===== src/rtl/riscv_mmio_bus_if.sv =====
// Peripheral channel bus between the MMIO splitter (master) and the peripherals (slave).
// ch_req is one-hot or zero; the selected channel answers with ch_ready plus its slice of ch_rdata.
interface riscv_mmio_bus_if #(
    parameter int N_CH   = 4,
    parameter int DATA_W = 32,
    parameter int CH_LSB = 12
);
    logic [N_CH-1:0]        ch_req;
    logic                   ch_we;
    logic [CH_LSB-1:0]      ch_addr;
    logic [DATA_W-1:0]      ch_wdata;
    logic [DATA_W/8-1:0]    ch_wmask;
    logic [N_CH-1:0]        ch_ready;
    logic [N_CH*DATA_W-1:0] ch_rdata;

    modport master (
        output ch_req, ch_we, ch_addr, ch_wdata, ch_wmask,
        input  ch_ready, ch_rdata
    );

    modport slave (
        input  ch_req, ch_we, ch_addr, ch_wdata, ch_wmask,
        output ch_ready, ch_rdata
    );
endinterface


===== src/rtl/riscv_mmio_bus.sv =====
// Data-side splitter: RAM pass-through plus N_CH req/ready peripheral channels (optional BUS_TIMEOUT_EN abort).
// Latency: RAM combinational; IO access 2+W cycles (W = ACCESS cycles until ch_ready, W>=1).
// Backpressure: cpu_stall holds the datapath from the IO issue cycle until the channel answers or aborts.
module riscv_mmio_bus #(
    parameter int ADDR_W  = 32,
    parameter int DATA_W  = 32,
    parameter int N_CH    = 4,
    parameter int IO_BIT  = 22,
    parameter int CH_LSB  = 12,
    parameter int TIMEOUT = 15
) (
    input  logic                  clk,
    input  logic                  reset,
    input  logic [ADDR_W-1:0]     cpu_addr,
    input  logic [DATA_W-1:0]     cpu_wdata,
    input  logic [DATA_W/8-1:0]   cpu_wmask,
    input  logic                  cpu_load,
    input  logic                  cpu_store,
    output logic [DATA_W-1:0]     cpu_rdata,
    output logic                  cpu_stall,
    output logic [DATA_W/8-1:0]   ram_wmask,
    input  logic [DATA_W-1:0]     ram_rdata,
    output logic                  bus_err,
    riscv_mmio_bus_if.master      ch
);
    typedef enum logic [1:0] {IDLE, ACCESS, DONE} state_t;

    state_t              state_q, state_d;
    logic [DATA_W-1:0]   rdata_q;
    logic                bus_err_q;
    logic [3:0]          ch_idx;
    logic                io_go, mapped;
    logic                start_acc, finish_acc, unmapped_go, abort_acc;
    logic                ready_sel;
    logic [DATA_W-1:0]   rdata_sel;
    logic [N_CH-1:0]     req_onehot;
    logic                unused_addr;

    assign ch_idx      = cpu_addr[CH_LSB+3:CH_LSB];
    assign io_go       = (cpu_load | cpu_store) & cpu_addr[IO_BIT];
    assign mapped      = ({1'b0, ch_idx} < 5'(N_CH));
    assign bus_err     = bus_err_q;
    assign unused_addr = ^cpu_addr;

    // ch_req is registered one-hot, so it doubles as the channel select.
    always_comb begin
        req_onehot = '0;
        rdata_sel  = '0;
        for (int k = 0; k < N_CH; k++) begin
            req_onehot[k] = (ch_idx == 4'(k));
            if (ch.ch_req[k]) rdata_sel = rdata_sel | ch.ch_rdata[k*DATA_W +: DATA_W];
        end
        ready_sel = |(ch.ch_req & ch.ch_ready);
    end

`ifdef BUS_TIMEOUT_EN
    localparam int TMO_W = $clog2(TIMEOUT + 1);
    logic [TMO_W-1:0] tmo_cnt;
    logic             tmo_hit;

    assign tmo_hit = (tmo_cnt == TMO_W'(TIMEOUT - 1));

    always_ff @(posedge clk) begin
        if (reset || start_acc) tmo_cnt <= '0;
        else if (state_q == ACCESS) tmo_cnt <= tmo_cnt + 1'b1;
    end
`else
    logic tmo_hit;
    logic unused_tmo;

    assign tmo_hit    = 1'b0;
    assign unused_tmo = (TIMEOUT == 0);
`endif

    always_ff @(posedge clk) begin
        if (reset) state_q <= IDLE;
        else       state_q <= state_d;
    end

    always_comb begin
        state_d     = state_q;
        cpu_stall   = 1'b0;
        cpu_rdata   = rdata_q;
        ram_wmask   = '0;
        start_acc   = 1'b0;
        finish_acc  = 1'b0;
        unmapped_go = 1'b0;
        abort_acc   = 1'b0;
        case (state_q)
            IDLE: begin
                if (!cpu_addr[IO_BIT]) begin
                    cpu_rdata = ram_rdata;
                    ram_wmask = cpu_store ? cpu_wmask : '0;
                end
                cpu_stall = io_go;
                if (io_go) begin
                    if (mapped) begin
                        start_acc = 1'b1;
                        state_d   = ACCESS;
                    end else begin
                        unmapped_go = 1'b1;
                        state_d     = DONE;
                    end
                end
            end
            ACCESS: begin
                cpu_stall = 1'b1;
                // A ready arriving in the expiry cycle still completes normally.
                if (ready_sel) begin
                    finish_acc = 1'b1;
                    state_d    = DONE;
                end else if (tmo_hit) begin
                    abort_acc = 1'b1;
                    state_d   = DONE;
                end
            end
            DONE:    state_d = IDLE;
            default: state_d = IDLE;
        endcase
    end

    always_ff @(posedge clk) begin
        if (reset) begin
            ch.ch_req   <= '0;
            ch.ch_we    <= 1'b0;
            ch.ch_addr  <= '0;
            ch.ch_wdata <= '0;
            ch.ch_wmask <= '0;
            rdata_q     <= '0;
            bus_err_q   <= 1'b0;
        end else begin
            bus_err_q <= unmapped_go | abort_acc;
            if (start_acc) begin
                ch.ch_req   <= req_onehot;
                ch.ch_we    <= cpu_store;
                ch.ch_addr  <= cpu_addr[CH_LSB-1:0];
                ch.ch_wdata <= cpu_wdata;
                ch.ch_wmask <= cpu_wmask;
            end
            if (finish_acc) begin
                ch.ch_req <= '0;
                rdata_q   <= ch.ch_we ? '0 : rdata_sel;
            end
            if (unmapped_go) rdata_q <= '0;
            if (abort_acc) begin
                ch.ch_req <= '0;
                rdata_q   <= '1;
            end
        end
    end
endmodule


===== src/flat_wrapper.sv =====
// flat-port wrapper written by rule: the top's interface ports become plain ports
module riscv_mmio_bus_flat 
#(
    parameter int ADDR_W  = 32,
    parameter int DATA_W  = 32,
    parameter int N_CH    = 4,
    parameter int IO_BIT  = 22,
    parameter int CH_LSB  = 12,
    parameter int TIMEOUT = 15
)
  (clk, reset, cpu_addr, cpu_wdata, cpu_wmask, cpu_load, cpu_store, cpu_rdata, cpu_stall, ram_wmask, ram_rdata, bus_err, ch_ch_req, ch_ch_we, ch_ch_addr, ch_ch_wdata, ch_ch_wmask, ch_ch_ready, ch_ch_rdata);
  riscv_mmio_bus_if #(.N_CH(N_CH), .DATA_W(DATA_W), .CH_LSB(CH_LSB)) ch_i ();
  input  logic clk;
  input  logic reset;
  input  logic [ADDR_W-1:0] cpu_addr;
  input  logic [DATA_W-1:0] cpu_wdata;
  input  logic [DATA_W/8-1:0] cpu_wmask;
  input  logic cpu_load;
  input  logic cpu_store;
  output logic [DATA_W-1:0] cpu_rdata;
  output logic cpu_stall;
  output logic [DATA_W/8-1:0] ram_wmask;
  input  logic [DATA_W-1:0] ram_rdata;
  output logic bus_err;
  output wire logic [$bits(ch_i.ch_req)-1:0] ch_ch_req;
  output wire logic [$bits(ch_i.ch_we)-1:0] ch_ch_we;
  output wire logic [$bits(ch_i.ch_addr)-1:0] ch_ch_addr;
  output wire logic [$bits(ch_i.ch_wdata)-1:0] ch_ch_wdata;
  output wire logic [$bits(ch_i.ch_wmask)-1:0] ch_ch_wmask;
  input wire logic [$bits(ch_i.ch_ready)-1:0] ch_ch_ready;
  input wire logic [$bits(ch_i.ch_rdata)-1:0] ch_ch_rdata;
  assign ch_ch_req = ch_i.ch_req;
  assign ch_ch_we = ch_i.ch_we;
  assign ch_ch_addr = ch_i.ch_addr;
  assign ch_ch_wdata = ch_i.ch_wdata;
  assign ch_ch_wmask = ch_i.ch_wmask;
  assign ch_i.ch_ready = ch_ch_ready;
  assign ch_i.ch_rdata = ch_ch_rdata;
  riscv_mmio_bus #(.ADDR_W(ADDR_W), .DATA_W(DATA_W), .N_CH(N_CH), .IO_BIT(IO_BIT), .CH_LSB(CH_LSB), .TIMEOUT(TIMEOUT)) u_core (.clk(clk), .reset(reset), .cpu_addr(cpu_addr), .cpu_wdata(cpu_wdata), .cpu_wmask(cpu_wmask), .cpu_load(cpu_load), .cpu_store(cpu_store), .cpu_rdata(cpu_rdata), .cpu_stall(cpu_stall), .ram_wmask(ram_wmask), .ram_rdata(ram_rdata), .bus_err(bus_err), .ch(ch_i));
endmodule

===== config.mk =====
export PLATFORM = sky130hd
export DESIGN_NAME = riscv_mmio_bus_flat
export DESIGN_NICKNAME = d
export VERILOG_FILES = /design/src/rtl/riscv_mmio_bus_if.sv /design/src/rtl/riscv_mmio_bus.sv /design/src/flat_wrapper.sv
export SDC_FILE = /design/constraint.sdc
export NUM_CORES = 1
export LEC_CHECK = 0
export CAP_MARGIN = 20
export CORE_AREA = 2 2 127 129
export DETAILED_ROUTE_END_ITERATION = 8
export DIE_AREA = 0 0 129 131
export HOLD_SLACK_MARGIN = 0.06
export PLACE_DENSITY = 0.82
export SETUP_SLACK_MARGIN = 0.1
export SLEW_MARGIN = 20
export SYNTH_ARGS = -nofsm -noshare
export SYNTH_HDL_FRONTEND = slang
export SYNTH_SLANG_ARGS = --single-unit

===== constraint.sdc =====
create_clock -name clk -period 1.7 [get_ports clk]
set_input_delay 0.34 -clock clk [delete_from_list [all_inputs] [get_ports clk]]
set_output_delay 0.34 -clock clk [all_outputs]
set_load 0.005 [all_outputs]

==> results.md, run 1 <==
- The critical path's largest stage delay is about 0.36 ns.
- When the netlist entered floorplanning its net count stood at approximately 790.
- The number of global-route vias before repair is between 5000 and 6000.
- The number of nets in the layout is 1128.
- After floorplanning, the core was sized to cover approximately 0.016 mm2.
- Overall power consumption after layout is estimated at about 5.6 mW.
- The TritonCTS clock tree is yes.
- The share of total power dissipated in sequential elements is 0.380.
- By area the synthesized netlist is led by dfxtp_1 42%, nand2_1 15%, a21oi_1 14%, a22oi_1 12%, mux2_2 8.6%.
- The first global-routing pass estimated around 27000 um of wire.
- The analysis attributes to cell leakage a power of 3.23 nW.
- The number of slew-limit violations in the final report is 0.
- The cell that appears most often on the critical path is buf_12.
- The global-route congestion overflow total is 0.
- For this configuration, the core starts out at a cell density of 0.270.
- In the routed layout, each cell is associated on average with a via count of 4.83.
- Broken down by cell family, the worst path's largest delay share belongs to buffers and inverters.
- The clock root buffer is clkbuf_16.
- The clock skew is 0.00593 ns.
- The kind of end point of the critical path is an output pin.
- After synthesis, the share of flip-flops with an asynchronous set or reset is 0.
- In the finished design, the share of the clock period the worst path needs comes to 1.23.
- Averaged over all synthesized cells, the footprint is between 7 and 8 um2.
- The synthesized flop and latch total is 88.
- The share of total power dissipated in combinational logic is 0.238.
- The leading area contributor after synthesis is dfxtp_1.
- During placement, the flow inserted port buffers numbering 311.
- The synthesized netlist cell count is approximately 550.
- The area added between synthesis and finish is 109%.
- The number of synthesized flops with an enable pin is 0.
- The total clock sinks is a little under 90.
- IR analysis of the VDD net gives a maximum drop of between 0.4 and 0.5 mV.
- The switching fraction of total power is 0.229.
- The routed design could run at a clock period as short as 2.10 ns.
- Setup violations remaining at the end of the flow were counted as 37.
- The power density relative to cell area is around 630 mW/mm2.
- The combined buffer and inverter count along the critical path is 4.
- The DRC violation count after routing is 0.
- The routed wirelength normalized by instance count is 17.3 um.
- For this run, the total global-route usage over all layers was measured as 0.206.
- The path class of the lowest-slack min-delay path is in -> reg.
- The share of total power dissipated in the clock network is 0.381.
- The buffer levels on the longest clock path is 2.
- In this run the power spent charging and discharging nets is 1.28 mW.
- The clock latency reported for the late side of the worst-skew pair is 0.34 ns.
- The final antenna-violating net count is 0.
- The DRC marker count from the first detailed-route iteration is 184.
- The final hold violation count is 0.
- The signal on the critical path passes through nor3_4 -> buf_12 -> buf_12 -> buf_8 -> mux2_4 -> buf_6.
- The H-tree depth is 3.
- The maximum operating frequency is about 0.48 GHz.
- After layout, the worst setup slack is -0.396 ns.
- Among all flip-flop cells after synthesis, the most frequent one is dfxtp_1.
- The width of the die is 129 um.
- The area fraction of the dominant cell type after synthesis is 0.418.
- For the worst setup path, the data arrival time is 1.76 ns.
- The category of the critical setup timing path is reg -> out.
- The warning count from the yosys run is 0.
- The placed wire-length estimate is between 10000 and 15000 um.
- The cell area after synthesis is 0.00421 mm2.
- The initial antenna violation count is 1.
- The worst-path maximum fanout is 7.
- The run finished, with violations left.
- The count of cell types in the netlist is 25.
- The slowest stage cell on the critical path is dfxtp_4.
- The final design area excluding fillers is 0.00880 mm2.
- The count of boundary I/O pins is about 330.
- The part of the Yosys area used for sequential elements is 0.418.
- The internal portion of the total power is 4.28 mW.
- The placer congestion estimate is around 0.79.
- At the worst endpoint, the required time is 1.36 ns.
- The layout cell share with drive strength beyond 1 is 0.204.
- The final reports fail on negative setup slack.
- The overall die area is 0.0169 mm2.
- Setup repair after global routing could not meet its margin everywhere.
- The final routed wirelength across all metal layers is a little under 20000 um.
- The type of origin of the critical path is a flip-flop.
- The number of max-cap violations is 0.
- The via count of the routed design is 5372.
- The remaining max-slew budget at the tightest pin is 0.729.
- The largest net degree at the start of global routing is 40.
- The floorplan has 46 rows.
- The number of buffers inserted for hold repair after clock tree synthesis is 0.
- The number of detailed-route iterations in the first pass is 4.
- From bottom edge to top edge, the die measures 131 um.
- Buffers inserted during clock tree synthesis total 9.
- For the pin with the worst max-slew slack, the measured transition is between 0.4 and 0.5 ns.
- After clock tree synthesis, the clock-pin slew on the worst setup and hold paths is 0.07 ns.
- After detailed placement, the total cell area comes to just under 0.008 mm2.
power groups by stage:
stage,Clock (mW),Combinational [mW],Sequential (mW)
3_3_place_gp,0,1.11,2.17
6_report,2.12,1.32,2.11
5_1_grt,2.26,1.40,2.12
3_5_place_dp,0,1.12,2.17
4_1_cts,2.18,1.28,2.11
2_1_floorplan,0,0.311,2.17
worst paths after layout:
check | slack [ns] | endpoint | start | cells past startpoint
worst max register to register | -0.02 | u_core.ch.ch_req[0] | u_core.state_q[0] | 4
worst min-delay path | 0.41 | u_core.ch.ch_req[2] | reset | 3
worst max-delay path | -0.40 | cpu_rdata[22] | u_core.state_q[0] | 6
worst min register to register | 0.45 | u_core.ch.ch_wmask[0] | u_core.ch.ch_wmask[0] | 2
routing by layer:
metal  wire (um)  part of all wire  global-route usage  vias up
met4         472             0.025              0.0812        0
met1        7200              0.37               0.224     2501
li1            -                 -                   -     2607
met5           0                 0                   0        -
met2        9930              0.52               0.376      235
met3        1650             0.086              0.0611       29
what timing repair did:
| action | in CTS | in global routing |
|---|---|---|
| gates resized for setup | 218 | 39 |
| pin swaps | 3 | 8 |
| cloned | 3 | 3 |
| buffers inserted | 21 | 10 |
| setup endpoints to repair | 127 | 102 |
cell type report:
class                   count  area, um2
inverters                   1       3.75
well taps                 216        270
diodes                      1       2.50
clock buffers               9        225
multi-input cells         408       2450
clock inverters             5       83.8
repair buffers            384       3980
flip-flops and latches     88       1780
fillers                  1359       6800
through the flow:
stage / worst slack, ns / cells / hold WS (ns) / setup TNS (ns) / util
2_1_floorplan: 0.0434 / 549 / 0.434 / 0 / -
3_3_place_gp: -0.760 / 1064 / 0.440 / -72.29 / 0.504
3_5_place_dp: -0.775 / 1064 / 0.446 / -71.87 / 0.504
4_1_cts: -0.477 / 1102 / 0.423 / -13.12 / 0.550
5_1_grt: -0.453 / 1112 / 0.428 / -14.22 / 0.564
6_report: -0.396 / 1112 / 0.409 / -12.08 / 0.564
flip-flops by register name (all words and copies together) (netlist names):
| signal | count |
|---|---|
| u_core.ch.ch_we | 1 |
| u_core.bus_err | 1 |
| u_core.state_q | 2 |
| u_core.ch.ch_req | 4 |
| u_core.rdata_q | 32 |
| u_core.ch.ch_wdata | 32 |
| u_core.ch.ch_addr | 12 |
| u_core.ch.ch_wmask | 4 |
layout by cell type (no fill, tap or decap), drive strengths merged, types with 3 or more instances in the layout:
cell,count
a21oi,120
a22oi,66
and3,4
buf,108
clkbuf,12
clkdlybuf4s50,268
dfxtp,88
dlymetal6s2s,3
mux2,32
nand2,166
nor3,3
cells in the mapped netlist, types with 2 or more instances:
| master | count |
|---|---|
| buf_1 | 4 |
| nor2_1 | 2 |
| buf_2 | 5 |
| dfxtp_1 | 88 |
| nand3b_1 | 2 |
| clkbuf_1 | 43 |
| nand3_1 | 2 |
| a21oi_1 | 120 |
| nand2_1 | 166 |
| mux2_2 | 32 |
| a22oi_1 | 66 |
| and3_1 | 4 |
| nor3_1 | 2 |
| nor2b_1 | 2 |
worst register-to-register path, delay by kind of cell (launching register included):
family                 cells  cell delay, ns
flip-flops                 1            0.36
buffers and inverters      1            0.16
AO/OA/AOI/OAI              1            0.14
AND/OR/NAND/NOR            2            0.99
logic make-up after synthesis:
| logic type | after synthesis | synth area share |
|---|---|---|
| flops | 88 | 0.418 |
| buf+inv | 53 | 0.0487 |
| mux | 32 | 0.0856 |
| compound gates | 189 | 0.266 |
| simple gates | 187 | 0.181 |
Power figures use the tool's default switching activity.
==> inputs of run 2 (changes only) <==
--- a/config.mk
+++ b/config.mk
@@ -6,11 +6,12 @@
 export NUM_CORES = 1
 export LEC_CHECK = 0
 export CAP_MARGIN = 20
-export CORE_AREA = 2 2 127 129
+export CORE_AREA = 2 2 126 128
 export DETAILED_ROUTE_END_ITERATION = 8
-export DIE_AREA = 0 0 129 131
+export DIE_AREA = 0 0 128 130
+export DONT_BUFFER_PORTS = 1
 export HOLD_SLACK_MARGIN = 0.06
-export PLACE_DENSITY = 0.82
+export PLACE_DENSITY = 0.54
 export SETUP_SLACK_MARGIN = 0.1
 export SLEW_MARGIN = 20
 export SYNTH_ARGS = -nofsm -noshare
==> run 2 against run 1 <==
  * The run still ends with negative setup slack left
  * Largest cell class is now multi-input gates
  * Non-clock buffer count decreased by 339
  * Global-route usage decreased by 4.4 points
  * Via count decreased by 23%
  * Worst setup slack improved by 0.14 ns
  * Clock power decreased by 11%
  * Clock-buffer cell count increased by 1
  * Utilization decreased by 19 points
  * Largest power group is now sequential cells
  * Hold slack got worse by 0.28 ns
  * Critical path type unchanged
  * Critical path depth decreased by 1
  * Routed wire length decreased by 15%
  * Final cell count decreased by 33%
  * Sequential share of layout area increased by 11 points
==> results.md, run 2 (synthesis gave the netlist of run 1 again) <==
- The flow ran to the end, but the final reports show violations.
- The final reports fail on negative setup slack.
- The measured slew at the worst slew-check pin is 0.343 ns.
- The first global-routing pass estimated 20000 um of wire.
- On the worst path, the slowest cell contributes a delay of 0.36 ns.
- In the routed design, unresolved DRC markers number 0.
- The library cell appearing most often on the critical path is buf_6.
- In the final layout, the registers with the most flip-flops are u_core.ch.ch_wdata: 32 flops, u_core.rdata_q: 32 flops, u_core.ch.ch_addr: 12 flops.
- The final antenna-violating net count is 0.
- On the critical path, the stage with the largest delay is an instance of mux2_2.
- The overall power consumption is roughly 4.6 mW.
- In the finished design, the share of the clock period the worst path needs comes to 1.15.
- The total overflow left after global routing is 0.
- The core region is around 0.015 mm2.
- For the worst flop-to-flop path, the logic depth is 4.
- The worst-case IR drop observed on VDD is 0.484 mV.
- The worst reg2reg path endpoint is u_core.ch.ch_req[0].
- The total leakage power is around 1.9 nW.
- Leaving out fill and tap cells, the most frequent cell in the layout is nand2_1.
- Entering global routing, the biggest net connects 55 pins.
- The clock skew is slightly below 0.006 ns.
- In this run the count of I/O pins placed on the die edge is approximately 330.
- The filler cells instantiated in the layout total 1542.
- The worst-path maximum fanout is 7.
- The mean number of vias per cell is 5.51.
- Setup total negative slack on the finished layout was measured at -7.74 ns.
- The number of antenna diodes in the final layout is 0.
- The clock latency reported for the late side of the worst-skew pair is 0.34 ns.
- The number of detailed-route iterations in the first pass is 4.
- The power density relative to cell area is ~800 mW/mm2.
- In the global route stage, overall resource usage came out at 0.162.
- The reg2reg setup slack is roughly 0.050 ns.
- The initial antenna violation count is 0.
- Across all layers, the routed design uses 4133 vias.
- Of the cells placed in the final design, the portion with a size suffix greater than 1 is 0.324.
- Of the total power, the clock network draws 0.412.
- The routed wirelength normalized by instance count is 21.7 um.
- The number of slew-limit violations in the final report is 0.
- The maximum operating frequency is 0.511 GHz.
- The number of rows in the core area is 46.
- The area growth from synthesis to layout is 36.2%.
- Setup violations remaining at the end of the flow were counted as 36.
- For the worst setup path, the data arrival time is about 1.6 ns.
- The required arrival time at the worst endpoint is around 1.4 ns.
- Subtracting the final worst setup slack from the clock period gives between 1.5 and 2 ns.
- The placed instance area is 0.00462 mm2.
- In the layout the commonest cells are 131 x nand2_1, 84 x a21oi_1, 84 x dfxtp_1, 64 x a22oi_1, 36 x a21oi_2.
- The most critical setup path has its endpoint at cpu_rdata[30].
- The most critical setup path has its startpoint at u_core.state_q[0].
- The type of origin of the critical path is a flip-flop.
- The number of max-cap violations is 0.
- The placed instance count is about 710.
- Measured along the x axis, the die boundary spans 128 um.
- The number of nets in the layout is 789.
- The H-tree depth is 3.
- The final design area excluding fillers is approximately 0.0057 mm2.
- The worst setup path is of the reg -> out kind.
- The reg-to-reg startpoint is u_core.state_q[1].
- The die covers 0.0166 mm2.
- The core utilization of the finished layout is 0.372.
- The cell sitting at the root of the clock tree is a clkbuf_16.
- The TritonCTS clock tree is yes.
- The path class of the lowest-slack min-delay path is in -> reg.
- Clock-pin slew was measured on the worst setup and hold paths at 0.07 ns.
- The remaining max-slew budget at the tightest pin is 0.771.
- The switching power is 1.19 mW.
- Setup repair after global routing could not meet its margin everywhere.
- The switching fraction of total power is 0.258.
- The total clock sinks is 88.
- Cell internal power was estimated by the tool at 3.41 mW.
- The initial utilization of the core area, before any placement, comes to 0.273.
- The count of buffers inserted at the top-level ports is 0.
- The placed wire-length estimate is 10600 um.
- After detailed routing, the total wire length is 16300 um.
- The final worst setup slack is -0.257 ns.
- STA classifies the critical path endpoint as an output pin.
- The final hold violation count is 0.
- Of the total power, combinational logic draws 0.122.
- Routability-driven placement finished with a final weighted congestion of 0.750.
- The number of global-route vias before repair is 3748.
- The number of cells in the finished layout apart from fillers is 750.
- The number of clock buffers inserted by TritonCTS is 9.
- The clock passes through at most 2 buffers.
- The DRC marker count from the first detailed-route iteration is between 100 and 150.
- The die is 130 um tall.
- Traced cell by cell, the critical path runs through buf_6 -> nor3_4 -> buf_6 -> buf_12 -> mux2_2.
- The share of total power dissipated in sequential elements is 0.466.
==> run 2: cell type report <==
class / instances / area, um2 / share of cell area
Sequential cell: 88 / 1770 / 0.308
Tap cell: 192 / 240 / 0.0419
Inverter: 1 / 3.75 / 0.000654
Clock buffer: 10 / 239 / 0.0417
Timing Repair Buffer: 45 / 634 / 0.111
Clock inverter: 6 / 43.8 / 0.00764
Multi-Input combinational cell: 408 / 2810 / 0.489
==> run 2: worst max-delay path: cells and delay by family (launching register included) <==
kind / cells / cell delay [ns]
flops: 1 / 0.32
buf+inv: 3 / 0.45
simple gates: 1 / 0.14
mux: 1 / 0.36
==> run 2: through the flow <==
step	setup slack, ns	hold slack, ns
2_1_floorplan	0.0434	0.434
3_3_place_gp	-0.0238	0.413
3_5_place_dp	-0.00708	0.415
4_1_cts	-0.287	0.0615
5_1_grt	-0.318	0.112
6_report	-0.257	0.134
==> run 2: timing repair <==
action | CTS | global route
cloned | 2 | 9
gates resized for setup | 21 | 116
pin swaps | 0 | 42
buffers inserted | 6 | 2
hold buffers | 1 | 1
endpoints found under the hold margin | 50 | 2
endpoints found under the setup margin | 89 | 113
==> run 2: power groups by stage <==
stage	logic (mW)	registers, mW	clock network (mW)
finish	0.563	2.14	1.89
global route	0.601	2.14	2.07
CTS	0.464	2.13	1.98
detailed placement	0.380	2.18	0
global placement	0.369	2.18	0
floorplan	0.311	2.17	0
==> run 2: how the worst min path moves through the flow <==
stage                                 start                endpoint  slack [ns]  cells after the start
after global placement                reset   u_core.ch.ch_wdata[8]        0.41                      1
after floorplan           u_core.rdata_q[0]       u_core.rdata_q[0]        0.43                      2
after detailed placement              reset  u_core.ch.ch_wdata[15]        0.41                      1
after global routing           cpu_wdata[7]   u_core.ch.ch_wdata[7]        0.11                      2
final                          cpu_wdata[7]   u_core.ch.ch_wdata[7]        0.13                      2
after CTS                             reset   u_core.ch.ch_wdata[0]        0.06                      1
==> run 2: layer usage <==
metal	up-vias	part of all wire	global-route usage	routed length (um)
li1	1928	-	-	-
met1	1970	0.39	0.166	6300
met2	212	0.51	0.294	8350
met3	23	0.077	0.0656	1250
met4	0	0.022	0.0685	365
met5	-	0	0	0
==> inputs of run 3 (changes only) <==
--- a/config.mk
+++ b/config.mk
@@ -10,6 +10,7 @@
 export DETAILED_ROUTE_END_ITERATION = 8
 export DIE_AREA = 0 0 128 130
 export DONT_BUFFER_PORTS = 1
+export GPL_ROUTABILITY_DRIVEN = 0
 export HOLD_SLACK_MARGIN = 0.06
 export PLACE_DENSITY = 0.54
 export SETUP_SLACK_MARGIN = 0.1
==> results of run 3 <==
The final DEF is identical to that of run 2; final timing and power are the same.
